$ cat src/rtl/matrix_pkg.sv
// matrix_pkg: image indices and 7x5 glyph constants for the irrigation status matrix
package matrix_pkg;
  localparam int G_ROWS = 7;
  localparam int G_COLS = 5;
  localparam int IMG_COUNT = 6;
  localparam int IMG_CRIT = 0;
  localparam int IMG_BAIX = 1;
  localparam int IMG_MEDI = 2;
  localparam int IMG_ALTO = 3;
  localparam int IMG_ASPE = 4;
  localparam int IMG_GOTE = 5;
  typedef logic [G_ROWS-1:0][G_COLS-1:0] glyph_t;
  typedef logic [IMG_COUNT-1:0][G_ROWS-1:0][G_COLS-1:0] glyph_set_t;
  // Rows listed bottom (row 6) first so that glyph[r] is row r
  localparam glyph_t G_CRIT = {5'b00100, 5'b00000, 5'b00100, 5'b00100, 5'b00100, 5'b00100, 5'b00100};
  localparam glyph_t G_BAIX = {5'b11111, 5'b00000, 5'b00000, 5'b00000, 5'b00000, 5'b00000, 5'b00000};
  localparam glyph_t G_MEDI = {5'b10001, 5'b10001, 5'b10001, 5'b11111, 5'b10001, 5'b01010, 5'b00100};
  localparam glyph_t G_ALTO = {5'b11111, 5'b10001, 5'b10001, 5'b10001, 5'b10001, 5'b10001, 5'b11111};
  localparam glyph_t G_ASPE = {5'b00100, 5'b00100, 5'b10101, 5'b01110, 5'b11111, 5'b01110, 5'b10101};
  localparam glyph_t G_GOTE = {5'b01110, 5'b11111, 5'b11111, 5'b01110, 5'b01110, 5'b00100, 5'b00100};
  localparam glyph_set_t GLYPHS = {G_GOTE, G_ASPE, G_ALTO, G_MEDI, G_BAIX, G_CRIT};
endpackage

$ cat src/rtl/matrix_scan_ctrl_if.sv
// matrix_scan_ctrl_if: status requests in, matrix pins and display status out
interface matrix_scan_ctrl_if #(
  parameter int ROWS = 7,
  parameter int COLS = 5,
  parameter int NIMG = 6
);
  logic [NIMG-1:0] img_req;
  logic [ROWS-1:0] lin;
  logic [COLS-1:0] col;
  logic [$clog2(NIMG)-1:0] cur_img;
  logic cur_valid;
  logic frame_tick;
  modport master (output img_req, input lin, col, cur_img, cur_valid, frame_tick);
  modport slave (input img_req, output lin, col, cur_img, cur_valid, frame_tick);
endinterface

$ cat src/rtl/matrix_scan_ctrl_glyph_rom.sv
// glyph_rom: combinational lookup of one glyph row by image index
module glyph_rom
  import matrix_pkg::*;
#(
  parameter int IW = 3,
  parameter int RW = 3
) (
  input  logic [IW-1:0]     img,
  input  logic [RW-1:0]     row,
  output logic [G_COLS-1:0] bits
);
  assign bits = GLYPHS[img][row];
endmodule

$ cat src/rtl/matrix_scan_ctrl.sv
// matrix_scan_ctrl: self-timed row scan with round-robin image selection and blink
module matrix_scan_ctrl
  import matrix_pkg::*;
#(
  parameter int ROWS = 7,
  parameter int COLS = 5,
  parameter int NIMG = 6,
  parameter int SCAN_DIV = 4,
  parameter int ALT_FRAMES = 3,
  parameter int BLINK_FRAMES = 2,
  parameter logic [NIMG-1:0] BLINK_MASK = 6'b000001
) (
  input logic clk,
  input logic rst,
  matrix_scan_ctrl_if.slave bus
);
  localparam int IW = $clog2(NIMG);
  localparam int RW = $clog2(ROWS);
  localparam int PW = $clog2(SCAN_DIV);
  localparam int DW = $clog2(ALT_FRAMES + 1);
  localparam int BW = $clog2(BLINK_FRAMES + 1);
  logic [PW-1:0] pre;
  logic [RW-1:0] row;
  logic [DW-1:0] dwell;
  logic [BW-1:0] bcnt;
  logic [IW-1:0] sel, nxt;
  logic [COLS-1:0] glyph;
  logic phase, valid, tick, any, sw, chg, bwrap;
  // Nearest asserted request strictly after s, wrapping; s itself is the last candidate
  function automatic logic [IW-1:0] next_after(input logic [NIMG-1:0] req, input logic [IW-1:0] s);
    logic [IW-1:0] r, j;
    r = s;
    for (int i = NIMG; i >= 1; i--) begin
      j = IW'((int'(s) + i) % NIMG);
      if (req[j]) r = j;
    end
    return r;
  endfunction
  glyph_rom #(.IW(IW), .RW(RW)) rom (.img(sel), .row(row), .bits(glyph));
  always_comb begin
    any = |bus.img_req;
    tick = pre == PW'(SCAN_DIV - 1) && row == RW'(ROWS - 1);
    nxt = next_after(bus.img_req, valid ? sel : IW'(NIMG - 1));
    sw = !valid || !bus.img_req[sel] || dwell == DW'(ALT_FRAMES - 1);
    chg = !any || (sw && (!valid || nxt != sel));
    bwrap = bcnt == BW'(BLINK_FRAMES - 1);
  end
  always_ff @(posedge clk or posedge rst)
    if (rst) begin
      pre <= '0;
      row <= '0;
      dwell <= '0;
      bcnt <= '0;
      phase <= 1'b1;
      sel <= '0;
      valid <= 1'b0;
      bus.lin <= '1;
      bus.col <= '0;
      bus.cur_img <= '0;
      bus.cur_valid <= 1'b0;
      bus.frame_tick <= 1'b0;
    end else begin
      pre <= (pre == PW'(SCAN_DIV - 1)) ? '0 : pre + 1'b1;
      if (pre == PW'(SCAN_DIV - 1)) row <= (row == RW'(ROWS - 1)) ? '0 : row + 1'b1;
      if (tick) begin
        valid <= any;
        if (any && sw) sel <= nxt;
        dwell <= (!any || sw) ? '0 : dwell + 1'b1;
        bcnt <= (chg || bwrap) ? '0 : bcnt + 1'b1;
        phase <= chg ? 1'b1 : phase ^ bwrap;
      end
      // Outputs follow counter state by one cycle; prescaler 0 is the anti-ghost blank slot
      bus.lin <= (valid && pre != '0) ? ~(ROWS'(1) << row) : '1;
      bus.col <= (valid && pre != '0 && (phase || !BLINK_MASK[sel])) ? glyph : '0;
      bus.cur_img <= sel;
      bus.cur_valid <= valid;
      bus.frame_tick <= tick;
    end
endmodule
$ cat src/flat_wrapper.sv
// flat-port wrapper written by rule: the top's interface ports become plain ports
module matrix_scan_ctrl_flat import matrix_pkg::*;
#(
  parameter int ROWS = 7,
  parameter int COLS = 5,
  parameter int NIMG = 6,
  parameter int SCAN_DIV = 4,
  parameter int ALT_FRAMES = 3,
  parameter int BLINK_FRAMES = 2,
  parameter logic [NIMG-1:0] BLINK_MASK = 6'b000001
)
  (clk, rst, bus_img_req, bus_lin, bus_col, bus_cur_img, bus_cur_valid, bus_frame_tick);
  matrix_scan_ctrl_if #(.ROWS(ROWS), .COLS(COLS), .NIMG(NIMG)) bus_i ();
  input logic clk;
  input logic rst;
  input wire logic [$bits(bus_i.img_req)-1:0] bus_img_req;
  output wire logic [$bits(bus_i.lin)-1:0] bus_lin;
  output wire logic [$bits(bus_i.col)-1:0] bus_col;
  output wire logic [$bits(bus_i.cur_img)-1:0] bus_cur_img;
  output wire logic [$bits(bus_i.cur_valid)-1:0] bus_cur_valid;
  output wire logic [$bits(bus_i.frame_tick)-1:0] bus_frame_tick;
  assign bus_i.img_req = bus_img_req;
  assign bus_lin = bus_i.lin;
  assign bus_col = bus_i.col;
  assign bus_cur_img = bus_i.cur_img;
  assign bus_cur_valid = bus_i.cur_valid;
  assign bus_frame_tick = bus_i.frame_tick;
  matrix_scan_ctrl #(.ROWS(ROWS), .COLS(COLS), .NIMG(NIMG), .SCAN_DIV(SCAN_DIV), .ALT_FRAMES(ALT_FRAMES), .BLINK_FRAMES(BLINK_FRAMES), .BLINK_MASK(BLINK_MASK)) u_core (.clk(clk), .rst(rst), .bus(bus_i));
endmodule
$ cat config.mk
export PLATFORM = sky130hd
export DESIGN_NAME = matrix_scan_ctrl_flat
export DESIGN_NICKNAME = d
export VERILOG_FILES = /design/src/rtl/matrix_pkg.sv /design/src/rtl/matrix_scan_ctrl_if.sv /design/src/rtl/matrix_scan_ctrl_glyph_rom.sv /design/src/rtl/matrix_scan_ctrl.sv /design/src/flat_wrapper.sv
export SDC_FILE = /design/constraint.sdc
export NUM_CORES = 1
export LEC_CHECK = 0
export CELL_PAD_IN_SITES_DETAIL_PLACEMENT = 1
export CELL_PAD_IN_SITES_GLOBAL_PLACEMENT = 2
export CORE_UTILIZATION = 39
export CTS_CLUSTER_DIAMETER = 40
export DETAILED_ROUTE_END_ITERATION = 10
export GPL_TIMING_DRIVEN = 0
export PLACE_DENSITY_LB_ADDON = 0.1
export SYNTH_ARGS = -nofsm -noshare
export SYNTH_HDL_FRONTEND = slang
export SYNTH_HIERARCHICAL = 1
export SYNTH_SLANG_ARGS = --single-unit
$ cat constraint.sdc
create_clock -name clk -period 11 [get_ports clk]
set_input_delay 3.3 -clock clk [delete_from_list [all_inputs] [get_ports clk]]
set_output_delay 3.3 -clock clk [all_outputs]
set_load 0.005 [all_outputs]
# After elaboration in Yosys (flattened, before gate mapping)
# Memory sizes are Yosys's and may differ from the RTL's.
# Cells that the tools add are included.
op_classes:
  magnitude_cmp: 8
  bitwise_logic: 2
  eq_ne: 5
  muxes: 32
  div_mod_pow: 6
  addsub: 10
  n_reduce_logical: 19
  shifts: 1
ops:
  columns: ["op", "count"]
  rows:
  - ["32-bit by 4-bit modulo with 32-bit output (second input constant)", 6]
  - ["35-bit two-way mux", 1]
  - ["3-bit by 4-bit less-than comparator with 1-bit output (second input constant)", 8]
  - ["3-bit two-way mux", 8]
  - ["1-bit binary-select mux with 3-bit select", 7]
  - ["5-bit binary-select mux with 3-bit select", 1]
  - ["3-bit by 3-bit adder with 4-bit output (second input constant)", 3]
  - ["5-bit two-way mux", 2]
  - ["1-bit two-way mux", 9]
  - ["3-bit by 2-bit adder with 4-bit output (second input constant)", 2]
  - ["1-bit logical OR", 7]
  - ["7-bit two-way mux", 1]
  - ["7-bit NOT", 1]
  - ["1-bit by 3-bit left shift with 7-bit output (first input constant)", 1]
  - ["2-bit by 1-bit adder with 2-bit output (second input constant)", 3]
  - ["2-bit two-way mux", 3]
  - ["6-bit OR reduction", 1]
  - ["1-bit logical AND", 5]
  - ["3-bit by 1-bit adder with 4-bit output (second input constant)", 1]
  - ["2-bit == test (second input constant)", 2]
  - ["1-bit logical NOT", 4]
  - ["3-bit by 1-bit adder with 3-bit output (second input constant)", 1]
  - ["3-bit == test (second input constant)", 1]
  - ["3-bit != test", 1]
  - ["other kinds (4)", 4]
totals:
  romBits: 288
  inputBits: 8
  out_inout_bits: 17
  n_memories: 2
  register_bits: 31
  elab_cells: 97
memory_table:
  columns: ["memory", "words", "width", "read_ports", "rd_clocked_by_memory_dff", "wr", "line", "source"]
  rows:
  - ["(no name shown)", 8, 35, 1, 0, 0, "matrix_scan_ctrl_glyph_rom.sv:12", "assign bits = GLYPHS[img][row];"]
  - ["(no name shown)", 8, 1, 1, 0, 0, "matrix_scan_ctrl.sv:74", "bus.col <= (valid && pre != '0 && (phase || !BLINK_MASK[sel])) ? glyph : '0;"]

# Depth between registers and ports, before layout
# Gate-level depths: netlist of run 1.
logic_depth:
  depth_word: 17
  ltp_mapped: 18
  depth_no_buf: 16

# Modules after synthesis
# The synthesis of run 1 kept the hierarchy.
by_module_without_submodules:
  columns: ["module", "instances", "seq_area_each_um2", "cells_per_inst", "area_per_inst_um2"]
  rows:
  - ["matrix_scan_ctrl", 1, 785.8, 292, 2597.5]
  - ["glyph_rom", 1, 0.0, 29, 192.7]

# Least setup slack after synthesis of run 1
# No wires, ideal clock.
synth_timing:
  kind: "input -> register"
  startpoint: "input port bus_img_req[4]"
  endpoint: "register u_core.bcnt[1]"
  arrival_ns: 5.416
  setup_time_ns: 0.101
  required_ns: 10.899
  path_buffers: 0
  path_slack_ns: 5.484
  path_stages: 10
  cell_sequence: "and3b_1 a21o_1 or4_1 o211ai_2 o31ai_1 a221oi_2 mux2i_1 o41ai_2 nand2_1 o32ai_1"
synth_via:
  elab_chain_cells: 14
  elab_cells_between_ends: 31
  cone_classes: "1 x eq/ne; 21 x mux; 9 x reduce/logical"
synth_lines:
  columns: ["item", "line", "source"]
  rows:
  - ["start, declared", "flat_wrapper.sv:16", "input wire logic [$bits(bus_i.img_req)-1:0] bus_img_req;"]
  - ["1-bit binary-select mux with 3-bit select", "matrix_scan_ctrl.sv:35", "if (req[j]) r = j;"]
  - ["1-bit two-way mux (implied by the code)", "matrix_scan_ctrl.sv:35", null]
  - ["3-bit two-way mux (6 in a row)", "matrix_scan_ctrl.sv:35", null]
  - ["3-bit != test", "matrix_scan_ctrl.sv:45", "chg = !any || (sw && (!valid || nxt != sel));"]
  - ["1-bit logical OR", "matrix_scan_ctrl.sv:45", null]
  - ["1-bit logical AND", "matrix_scan_ctrl.sv:45", null]
  - ["1-bit logical OR *", "matrix_scan_ctrl.sv:45", null]
  - ["1-bit logical OR *", "matrix_scan_ctrl.sv:69", "bcnt <= (chg || bwrap) ? '0 : bcnt + 1'b1;"]
  - ["2-bit two-way mux *", "matrix_scan_ctrl.sv:69", null]
  - ["end signal, assigned", "matrix_scan_ctrl.sv:69", null]
  - ["end, declared", "matrix_scan_ctrl.sv:25", "logic [BW-1:0] bcnt;"]
# Every way passes the cells marked *; elsewhere a longest branch is shown, timed or not. The select of a mux whose other input is x is not followed.
# A chain may end at the register's enable or synchronous reset.

# Final worst setup path of run 1
# Same ends and word-level chain as after synthesis.

==> results of run 1 <==
-- state kept, by name (all words and copies together) (netlist names) --
register and flops:
u_core/bus.frame_tick 1, u_core/row 3, u_core/bcnt 2, u_core/sel 3
u_core/bus.cur_img 3, u_core/dwell 2, u_core/bus.col 5, u_core/bus.lin 7
u_core/pre 2, u_core/phase 1, u_core/valid 1, u_core/bus.cur_valid 1
-- metal layers --
layer / up-vias / part of all wire (%)
li1: 1241 / -
met3: 5 / 3.8
met2: 46 / 45
met1: 1270 / 50
met4: 0 / 0.54
met5: - / 0
-- kinds of logic after synthesis --
logic type                 Yosys count  share of synthesized area (%)
and+or+nand+nor                    126                           24.9
buffers and inverters               39                           7.09
adders and majority gates           17                           7.62
muxes                               14                           5.65
xor gates and xnor gates             4                           1.52
DFF                                 31                           28.2
AOI/OAI and AO/OA                   90                           25.0
-- cells in the mapped netlist (6+ instances only) --
library cell               instances
sky130_fd_sc_hd__nand2_1          33
sky130_fd_sc_hd__o21ai_0          12
sky130_fd_sc_hd__inv_1            19
sky130_fd_sc_hd__dfrtp_1          23
sky130_fd_sc_hd__and3_1            7
sky130_fd_sc_hd__a21oi_1          13
sky130_fd_sc_hd__nor3_1            8
sky130_fd_sc_hd__clkbuf_1          7
sky130_fd_sc_hd__and2_1            8
sky130_fd_sc_hd__dfstp_2           8
sky130_fd_sc_hd__nor2_1           17
sky130_fd_sc_hd__ha_1             17
sky130_fd_sc_hd__a211oi_1          6
sky130_fd_sc_hd__nand3_1          10
sky130_fd_sc_hd__nor2b_1          11
sky130_fd_sc_hd__mux2i_1           9
-- worst max-delay path, delay by kind of cell --
family,cells,cell delay (ns)
buffers and inverters,1,0.49
AOI/OAI and AO/OA,6,1.49
and+or+nand+nor,3,0.94
muxes,1,0.15
-- power breakdown --
group          switching [mW]  internal [mW]
combinational           0.163          0.117
clock                  0.0421         0.0571
sequential            0.00669          0.118
total                   0.212          0.292
-- how the worst min path moves through the flow --
stage               cells after the start          from                   end
global route                            0  u_core/valid  u_core/bus.cur_valid
CTS                                     0  u_core/valid  u_core/bus.cur_valid
detailed placement                      0  u_core/valid  u_core/bus.cur_valid
floorplan                               0  u_core/valid  u_core/bus.cur_valid
global placement                        0  u_core/valid  u_core/bus.cur_valid
finish                                  0  u_core/valid  u_core/bus.cur_valid
-- through the flow --
step           instances  hold WS (ns)  worst slack [ns]  area, um^2
6_report             449         0.415              4.82        3250
5_1_grt              449         0.428              4.63        3250
4_1_cts              449         0.426              4.83        3250
3_5_place_dp         441         0.410              4.54        3150
3_3_place_gp         441         0.411              4.57        3150
2_1_floorplan        321         0.374              5.48        2790
-- layout make-up --
type | instances | area [um^2]
fillers | 834 | 3620
flip-flops and latches | 31 | 786
multi-input cells | 251 | 1810
clock buffers | 8 | 100
plain buffers | 18 | 114
repair buffers | 24 | 240
inverters | 21 | 83.8
well taps | 96 | 120
==> impl_metrics.json, run 1 <==
{
  "clock-skew-final_ns": 0.00409,
  "gr-usage-met3_pct": 3.33,
  "hold_path_class": "reg -> reg",
  "finalHoldViolCount": 0,
  "cts_max_level": 2,
  "antenna-diode-count": 0,
  "detailedRoute.firstIterationViolations": 102,
  "timing.critical_path.to": "u_core/bcnt[1]",
  "routed-via-count": 2562,
  "gr-usage-all-layers_pct": 22.7,
  "critical_path.endpoint_type": "register",
  "worst_skew_pair.late_latency_ns": 0.28,
  "vias_in_the_first_global_route": 2629,
  "dieHeight_um": 86.6,
  "drc_errors": 0,
  "sinks_on_the_clock_net": 31,
  "drt.antenna.violating_nets": 0,
  "globalRoute.totalOverflow": 0,
  "rr_worst_depth": 17,
  "number_of_buffers_created_by_cts": 5,
  "initial_util_pct": 40.6,
  "clkTransAtPathRegs_ns": 0.07,
  "finalMaxSlewViolations": 0,
  "tightestPinTransition_ns": 1.20,
  "cp-startpoint": "bus_img_req[4]",
  "cp_cell_sequence": "clkdlybuf4s50_1, and3b_1, a21o_1, or4_1, o211ai_2, o31ai_1, a221oi_2, mux2i_1, o41ai_2, nand2_1, o32ai_1",
  "seq_area_frac_synth_pct": 28.2,
  "cp_slowest_stage_delay_ns": 0.56,
  "fraction_of_synthesis_flops_using_an_asynchronous_set_or_reset_pin_pct": 100,
  "required_ns": 11.19,
  "vdd_ir_drop_max_v": 0.0000564,
  "rsz_0062_raised_after_global_routing": "false",
  "cts_tree": "done",
  "areaGrowthSynthToFinish_pct": 16.5,
  "antenna_found_initial": 0,
  "design.core.area_um2": 6870,
  "critPathMaxFanout": 4,
  "final_hpwl_dp_um": 5820,
  "viasPerCell": 5.71,
  "post_synth_main_area_contributors": "sky130_fd_sc_hd__dfrtp_1, sky130_fd_sc_hd__ha_1, sky130_fd_sc_hd__dfstp_2",
  "slew-limit-headroom_pct": 19.8,
  "yosys.area.top_type": "sky130_fd_sc_hd__dfrtp_1",
  "synth_cell_types": 78,
  "netlist_area_um2": 2790,
  "detail_route.wl_per_cell_um": 17.2,
  "postRouteWirelength_um": 7740,
  "portBuffers": 24,
  "outcome": "complete, no violations",
  "most_common_library_cell_in_the_layout_ignoring_fill_and_taps": "sky130_fd_sc_hd__nand2_1",
  "finalNetCount": 377,
  "synth-main-ff-cell": "sky130_fd_sc_hd__dfrtp_1",
  "setup_total_negative_slack_ns": 0,
  "cts-root-buf": "sky130_fd_sc_hd__clkbuf_8",
  "slowest_stage": "sky130_fd_sc_hd__or4_1",
  "ys_seq_elements": 31,
  "busiest_layer": "met2",
  "final_core_util_pct": 47.3,
  "cts.repair.resized": 0,
  "drive_above_1_share_pct": 14.7,
  "timing.final.crit_share_pct": 56.1,
  "min_period_ns": 6.18,
  "ioPinCount": 25,
  "ys_warn_count": 6,
  "p_total_mw": 0.504,
  "syn_nets": 346,
  "syn-instance-count": 321,
  "crit_arrival_ns": 6.36,
  "floorplan.die_area_um2": 7500,
  "syn_area_per_cell_um2": 8.69,
  "layout_common_cells": "sky130_fd_sc_hd__nand2_1, sky130_fd_sc_hd__clkdlybuf4s50_1, sky130_fd_sc_hd__dfrtp_1, sky130_fd_sc_hd__inv_1",
  "r2r_start": "u_core/sel[0]",
  "drv.max_cap_violation_count": 0,
  "fmax_ghz": 0.162,
  "post_cts_buffers": 0,
  "groute.layer.met2.usage_pct": 35.7,
  "pin_count_of_the_biggest_net_entering_global_routing": 32,
  "synth_enable_flop_cells": 0,
  "critPathLaunchType": "input port",
  "r2r_end": "u_core/bcnt[1]",
  "fp.dieW_um": 86.6,
  "cts_hold_repair.buffers": 0,
  "setup_viol_count_final": 0,
  "gpl.final_weighted_congestion": 0.841,
  "drtPass1Iterations": 4,
  "power.density_nw_per_um2": 155,
  "setup.worst_path.class": "in -> reg",
  "max-clock-path-buffers": 2,
  "power_leakage_nw": 1.39,
  "netlist.area_leader.share_pct": 20.6,
  "placementRows": 30,
  "grt_pass1_wl_um": 13200,
  "reg2reg_setup_slack_ns": 6.07,
  "grt.met1_usage_pct": 33.3
}
(Power assumes the default switching activity.)
==> run 2: changes to the inputs <==
- CORE_UTILIZATION: 39 -> 36
- clock period: 11 -> 6.2 ns (I/O delays scaled with it)
==> run 2 against run 1 <==
Die area grew 8.1%. Global-route usage shrank 2.1 points. Count of clock-buffer cells in the layout shrank 1. Wire length grew 0.54%. Register-to-register slack lost 4.8 ns. Critical path depth grew 6. Setup slack lost 3.6 ns. Combinational power grew 78%. Sequential share of layout area grew 0.11 points. First-iteration DRC count shrank 37%. Core utilization shrank 3.4 points. Largest cell class unchanged. Largest power group unchanged.
==> impl_metrics.json, run 2 (synthesis results as in run 1) <==
{
  "slew-limit-headroom_pct": 22.7,
  "crit_arrival_ns": 5.15,
  "power.density_nw_per_um2": 269,
  "initial_util_pct": 37.9,
  "gpl.final_weighted_congestion": 0.820,
  "power_leakage_nw": 1.38,
  "postRouteWirelength_um": 7780,
  "gr-usage-all-layers_pct": 20.7,
  "largest_register": "u_core/bus.lin",
  "ioPinCount": 25,
  "p_total_mw": 0.871,
  "areaGrowthSynthToFinish_pct": 16.0,
  "post_cts_buffers": 0,
  "worst_skew_pair.late_latency_ns": 0.29,
  "met2WireLength_um": 3560,
  "sinks_on_the_clock_net": 31,
  "pin_count_of_the_biggest_net_entering_global_routing": 32,
  "r2r_end": "u_core/bcnt[1]",
  "dieHeight_um": 90.0,
  "critPathLaunchType": "register",
  "finalNetCount": 377,
  "drc_errors": 0,
  "critPathMaxFanout": 11,
  "reg2reg_setup_slack_ns": 1.23,
  "drv.max_cap_violation_count": 0,
  "outcome": "complete, no violations",
  "tightestPinTransition_ns": 1.16,
  "required_ns": 6.38,
  "clkTransAtPathRegs_ns": 0.07,
  "cts_hold_repair.buffers": 0,
  "cts.repair.resized": 0,
  "largest_reg_flops": 7,
  "drt.antenna.violating_nets": 0,
  "timing.final.crit_share_pct": 80.1,
  "setup.worst_path.class": "reg -> reg",
  "cts-root-buf": "sky130_fd_sc_hd__clkbuf_8",
  "vias_in_the_first_global_route": 2695,
  "met1_length_um": 3980,
  "detailed_routed_wire_length_on_met3_um": 159,
  "detail_route.wl_per_cell_um": 17.2,
  "min_path_cells": 0,
  "antenna_found_initial": 0,
  "rr_worst_depth": 17,
  "fp.dieW_um": 90.0,
  "max-clock-path-buffers": 2,
  "portBuffers": 24,
  "setup_total_negative_slack_ns": 0,
  "grt_pass1_wl_um": 13400,
  "r2r_start": "u_core/sel[0]",
  "critical_path.endpoint_type": "register",
  "top_regs": "u_core/bus.lin x7, u_core/bus.col x5",
  "drtPass1Iterations": 4,
  "hold_path_end": "u_core/bus.cur_valid",
  "finalMaxSlewViolations": 0,
  "floorplan.die_area_um2": 8110,
  "min_from": "u_core/valid",
  "cts_max_level": 2,
  "antenna-diode-count": 0,
  "final_core_util_pct": 43.9,
  "final_hpwl_dp_um": 5970,
  "design.core.area_um2": 7370,
  "detailedRoute.firstIterationViolations": 64,
  "viasPerCell": 5.61,
  "routed-via-count": 2537,
  "clock-skew-final_ns": 0.00555,
  "hold_path_class": "reg -> reg",
  "finalHoldViolCount": 0,
  "placementRows": 31,
  "min_period_ns": 4.97,
  "fmax_ghz": 0.201,
  "most_common_library_cell_in_the_layout_ignoring_fill_and_taps": "sky130_fd_sc_hd__nand2_1",
  "setup_viol_count_final": 0,
  "rsz_0062_raised_after_global_routing": "false",
  "topRoutingLayerUsed": "met4",
  "vdd_ir_drop_max_v": 0.0000952,
  "number_of_buffers_created_by_cts": 5,
  "layout_common_cells": "sky130_fd_sc_hd__nand2_1, sky130_fd_sc_hd__clkdlybuf4s50_1, sky130_fd_sc_hd__dfrtp_1, sky130_fd_sc_hd__inv_1",
  "globalRoute.totalOverflow": 0,
  "cts_tree": "done",
  "drive_above_1_share_pct": 14.4
}
-- run 2: per-stage QoR --
stage / cells / hold WS [ns] / instance area (um^2) / worst slack, ns
finish: 452 / 0.439 / 3240 / 1.23
global route: 452 / 0.458 / 3240 / 0.760
CTS: 452 / 0.443 / 3240 / 1.20
detailed placement: 444 / 0.421 / 3150 / 1.19
global placement: 444 / 0.417 / 3150 / 1.23
floorplan: 321 / 0.374 / 2790 / 2.12
-- run 2: critical path, cell delays in order, from the launching register on --
cell	delay, ns
sky130_fd_sc_hd__dfrtp_1	0.55
sky130_fd_sc_hd__nand2b_1	0.28
sky130_fd_sc_hd__buf_2	0.33
sky130_fd_sc_hd__ha_1	0.19
sky130_fd_sc_hd__clkbuf_1	0.25
sky130_fd_sc_hd__xnor2_1	0.27
sky130_fd_sc_hd__inv_1	0.09
sky130_fd_sc_hd__ha_1	0.28
sky130_fd_sc_hd__nor2b_1	0.27
sky130_fd_sc_hd__a221oi_1	0.16
sky130_fd_sc_hd__a311oi_2	0.51
sky130_fd_sc_hd__mux2_2	0.27
sky130_fd_sc_hd__o31ai_1	0.09
sky130_fd_sc_hd__a221oi_2	0.40
sky130_fd_sc_hd__mux2i_1	0.14
sky130_fd_sc_hd__o41ai_2	0.44
sky130_fd_sc_hd__nand2_1	0.13
sky130_fd_sc_hd__o32ai_1	0.23
-- run 2: worst max-delay path by stage --
stage / slack, ns / to / cells past startpoint / from
floorplan: 2.12 / u_core/bcnt[1] / 10 / bus_img_req[4]
global placement: 1.23 / u_core/bcnt[1] / 11 / bus_img_req[4]
detailed placement: 1.19 / u_core/bcnt[0] / 11 / bus_img_req[4]
CTS: 1.20 / u_core/bcnt[1] / 17 / u_core/sel[0]
global route: 0.76 / u_core/bcnt[1] / 17 / u_core/sel[0]
finish: 1.23 / u_core/bcnt[1] / 17 / u_core/sel[0]
-- run 2: area by class of cell --
| class | count | area [um^2] |
|---|---|---|
| multi-input combinational | 251 | 1810 |
| clock inverter | 1 | 5.00 |
| fill | 892 | 4130 |
| clock buffer | 7 | 76.3 |
| sequential | 31 | 786 |
| inverter | 21 | 83.8 |
| buffer | 18 | 114 |
| timing repair buffer | 24 | 240 |
| tap | 99 | 124 |
-- run 2: routing by layer --
layer | vias up | GRT usage, %
li1 | 1239 | -
met1 | 1268 | 28.0
met2 | 24 | 34.2
met3 | 6 | 2.79
met4 | 0 | 5.91
met5 | - | 0
-- run 2: report_power, final --
| group | internal (mW) | leakage, nW | switching, mW |
|---|---|---|---|
| Combinational | 0.207 | 0.972 | 0.290 |
| Clock | 0.0786 | 0.0422 | 0.0748 |
| Sequential | 0.210 | 0.371 | 0.0114 |
==> run 3: changes to the inputs <==
- clock period: 6.2 -> 4.6 ns (I/O delays scaled with it)
==> run 3 against run 2 <==
Critical path depth is 2 higher. Largest power group unchanged. Non-clock buffer count rose by 8. Global-route usage up 0.058 points. Clock power up 35%. Via count up 2.0%. Hold slack got worse by 0.0036 ns. Core utilization rose by 1.2 points. Count of clock-buffer cells in the layout unchanged. Flip-flop and latch count is the same. Largest cell class unchanged. Register-to-register slack lost 0.92 ns.
==> impl_metrics.json, run 3 (synthesis results as in run 1) <==
{
  "outcome": "complete, no violations",
  "fmax_ghz": 0.233,
  "largest_reg_flops": 7,
  "top_regs": "u_core/bus.lin x7, u_core/bus.col x5",
  "pin_count_of_the_biggest_net_entering_global_routing": 32,
  "critPathLaunchType": "register",
  "placementRows": 31,
  "cts_hold_repair.buffers": 0,
  "most_common_library_cell_in_the_layout_ignoring_fill_and_taps": "sky130_fd_sc_hd__nand2_1",
  "drc_errors": 0,
  "grt_pass1_wl_um": 13400,
  "tightestPinTransition_ns": 1.16,
  "routed-via-count": 2588,
  "post_layout_instance_area_um2": 3330,
  "cts-root-buf": "sky130_fd_sc_hd__clkbuf_8",
  "detailedRoute.firstIterationViolations": 79,
  "timing.final.crit_share_pct": 93.2,
  "worst_skew_pair.late_latency_ns": 0.29,
  "largest_register": "u_core/bus.lin",
  "antenna_found_initial": 0,
  "drive_above_1_share_pct": 18.8,
  "setup_viol_count_final": 0,
  "drtPass1Iterations": 4,
  "design.core.area_um2": 7370,
  "final_hpwl_dp_um": 5970,
  "number_of_buffers_created_by_cts": 5,
  "critPathMaxFanout": 11,
  "ioPinCount": 25,
  "critical_path.endpoint_type": "register",
  "fp.dieW_um": 90.0,
  "finalHoldViolCount": 0,
  "setup.worst_path.class": "reg -> reg",
  "sequential_cell_area_um2": 788,
  "dpl_cell_area_um2": 3150,
  "drt.antenna.violating_nets": 0,
  "cts_max_level": 2,
  "vias_in_the_first_global_route": 2704,
  "power_leakage_nw": 1.44,
  "antenna-diode-count": 0,
  "place_inst": 444,
  "final_core_util_pct": 45.1,
  "power.density_nw_per_um2": 370,
  "finalMaxSlewViolations": 0,
  "clkTransAtPathRegs_ns": 0.07,
  "gpl.final_weighted_congestion": 0.820,
  "crit_arrival_ns": 4.47,
  "multi_input_combinational_cell_area_um2": 1820,
  "clock-skew-final_ns": 0.00582,
  "detail_route.wl_per_cell_um": 17.2,
  "viasPerCell": 5.63,
  "holdWs_ns": 0.435,
  "slew-limit-headroom_pct": 22.6,
  "portBuffers": 24,
  "min_period_ns": 4.29,
  "initial_util_pct": 37.9,
  "floorplan.die_area_um2": 8110,
  "final_cells": 460,
  "drv.max_cap_violation_count": 0,
  "final.fill_count": 887,
  "postRouteWirelength_um": 7900,
  "gr-usage-all-layers_pct": 20.7,
  "vdd_ir_drop_max_v": 0.000155,
  "required_ns": 4.78,
  "layout_common_cells": "sky130_fd_sc_hd__nand2_1, sky130_fd_sc_hd__clkdlybuf4s50_1, sky130_fd_sc_hd__dfrtp_1, sky130_fd_sc_hd__inv_1, sky130_fd_sc_hd__nor2_1",
  "sinks_on_the_clock_net": 31,
  "areaGrowthSynthToFinish_pct": 19.2,
  "max-clock-path-buffers": 2,
  "globalRoute.totalOverflow": 0,
  "cts_tree": "done",
  "hold_path_class": "reg -> reg",
  "dieHeight_um": 90.0,
  "finalNetCount": 385
}
## run 3: routing by layer
metal / share of wire (%) / global-route usage (%)
met1: 50 / 28.2
met2: 46 / 34.0
met3: 2.3 / 2.88
met4: 1.5 / 6.32
met5: 0 / 0
## run 3: final timing paths
kind | slack [ns] | start | depth (start not counted) | end
max | 0.31 | u_core/valid | 19 | u_core/bcnt[1]
min | 0.44 | u_core/valid | 0 | u_core/bus.cur_valid
max reg2reg | 0.31 | u_core/valid | 19 | u_core/bcnt[1]
min reg2reg | 0.44 | u_core/valid | 0 | u_core/bus.cur_valid
max in group asynchronous | 2.12 | rst | 2 | u_core/sel[2]
min in group asynchronous | 1.71 | rst | 2 | u_core/pre[1]
## run 3: cell type report
cell class / instances / share of cell area [%]
Multi-Input combinational cell: 251 / 54.8
Sequential cell: 31 / 23.7
Timing Repair Buffer: 33 / 9.25
Tap cell: 99 / 3.72
Buffer: 17 / 3.54
Inverter: 21 / 2.52
Clock buffer: 7 / 2.29
Clock inverter: 1 / 0.150
## run 3: metrics by stage
stage / setup WS (ns) / power (mW) / setup TNS, ns
floorplan: 0.541 / 0.811 / 0
global placement: -0.303 / 0.961 / -0.871
detailed placement: -0.407 / 0.970 / -1.28
CTS: 0.0171 / 1.20 / 0
global route: -0.0165 / 1.33 / -0.0165
finish: 0.312 / 1.23 / 0
## run 3: repair_timing
action                     in CTS  in global routing
resized for setup               5                  6
pin swaps                       2                  4
setup endpoints to repair       4                  4
setup buffers                   1                  8
## run 3: worst max-delay path: stages, from the launching register on
cell	delay, ns
sky130_fd_sc_hd__dfrtp_1	0.38
sky130_fd_sc_hd__buf_6	0.17
sky130_fd_sc_hd__nand2b_4	0.08
sky130_fd_sc_hd__inv_2	0.12
sky130_fd_sc_hd__buf_6	0.16
sky130_fd_sc_hd__ha_2	0.29
sky130_fd_sc_hd__nand2_1	0.14
sky130_fd_sc_hd__nand2_2	0.16
sky130_fd_sc_hd__ha_1	0.26
sky130_fd_sc_hd__nor2b_2	0.20
sky130_fd_sc_hd__a21oi_1	0.09
sky130_fd_sc_hd__a311o_1	0.36
sky130_fd_sc_hd__a211oi_4	0.37
sky130_fd_sc_hd__a311oi_1	0.18
sky130_fd_sc_hd__o31ai_2	0.36
sky130_fd_sc_hd__mux2i_1	0.13
sky130_fd_sc_hd__o41ai_2	0.28
sky130_fd_sc_hd__buf_4	0.16
sky130_fd_sc_hd__nand2_1	0.07
sky130_fd_sc_hd__o32ai_1	0.22
## run 3: where the power goes
part	leakage, nW	internal [mW]	switching, mW
combinational	1.02	0.320	0.407
clock	0.0422	0.106	0.101
sequential	0.368	0.283	0.0121
total	1.44	0.710	0.521
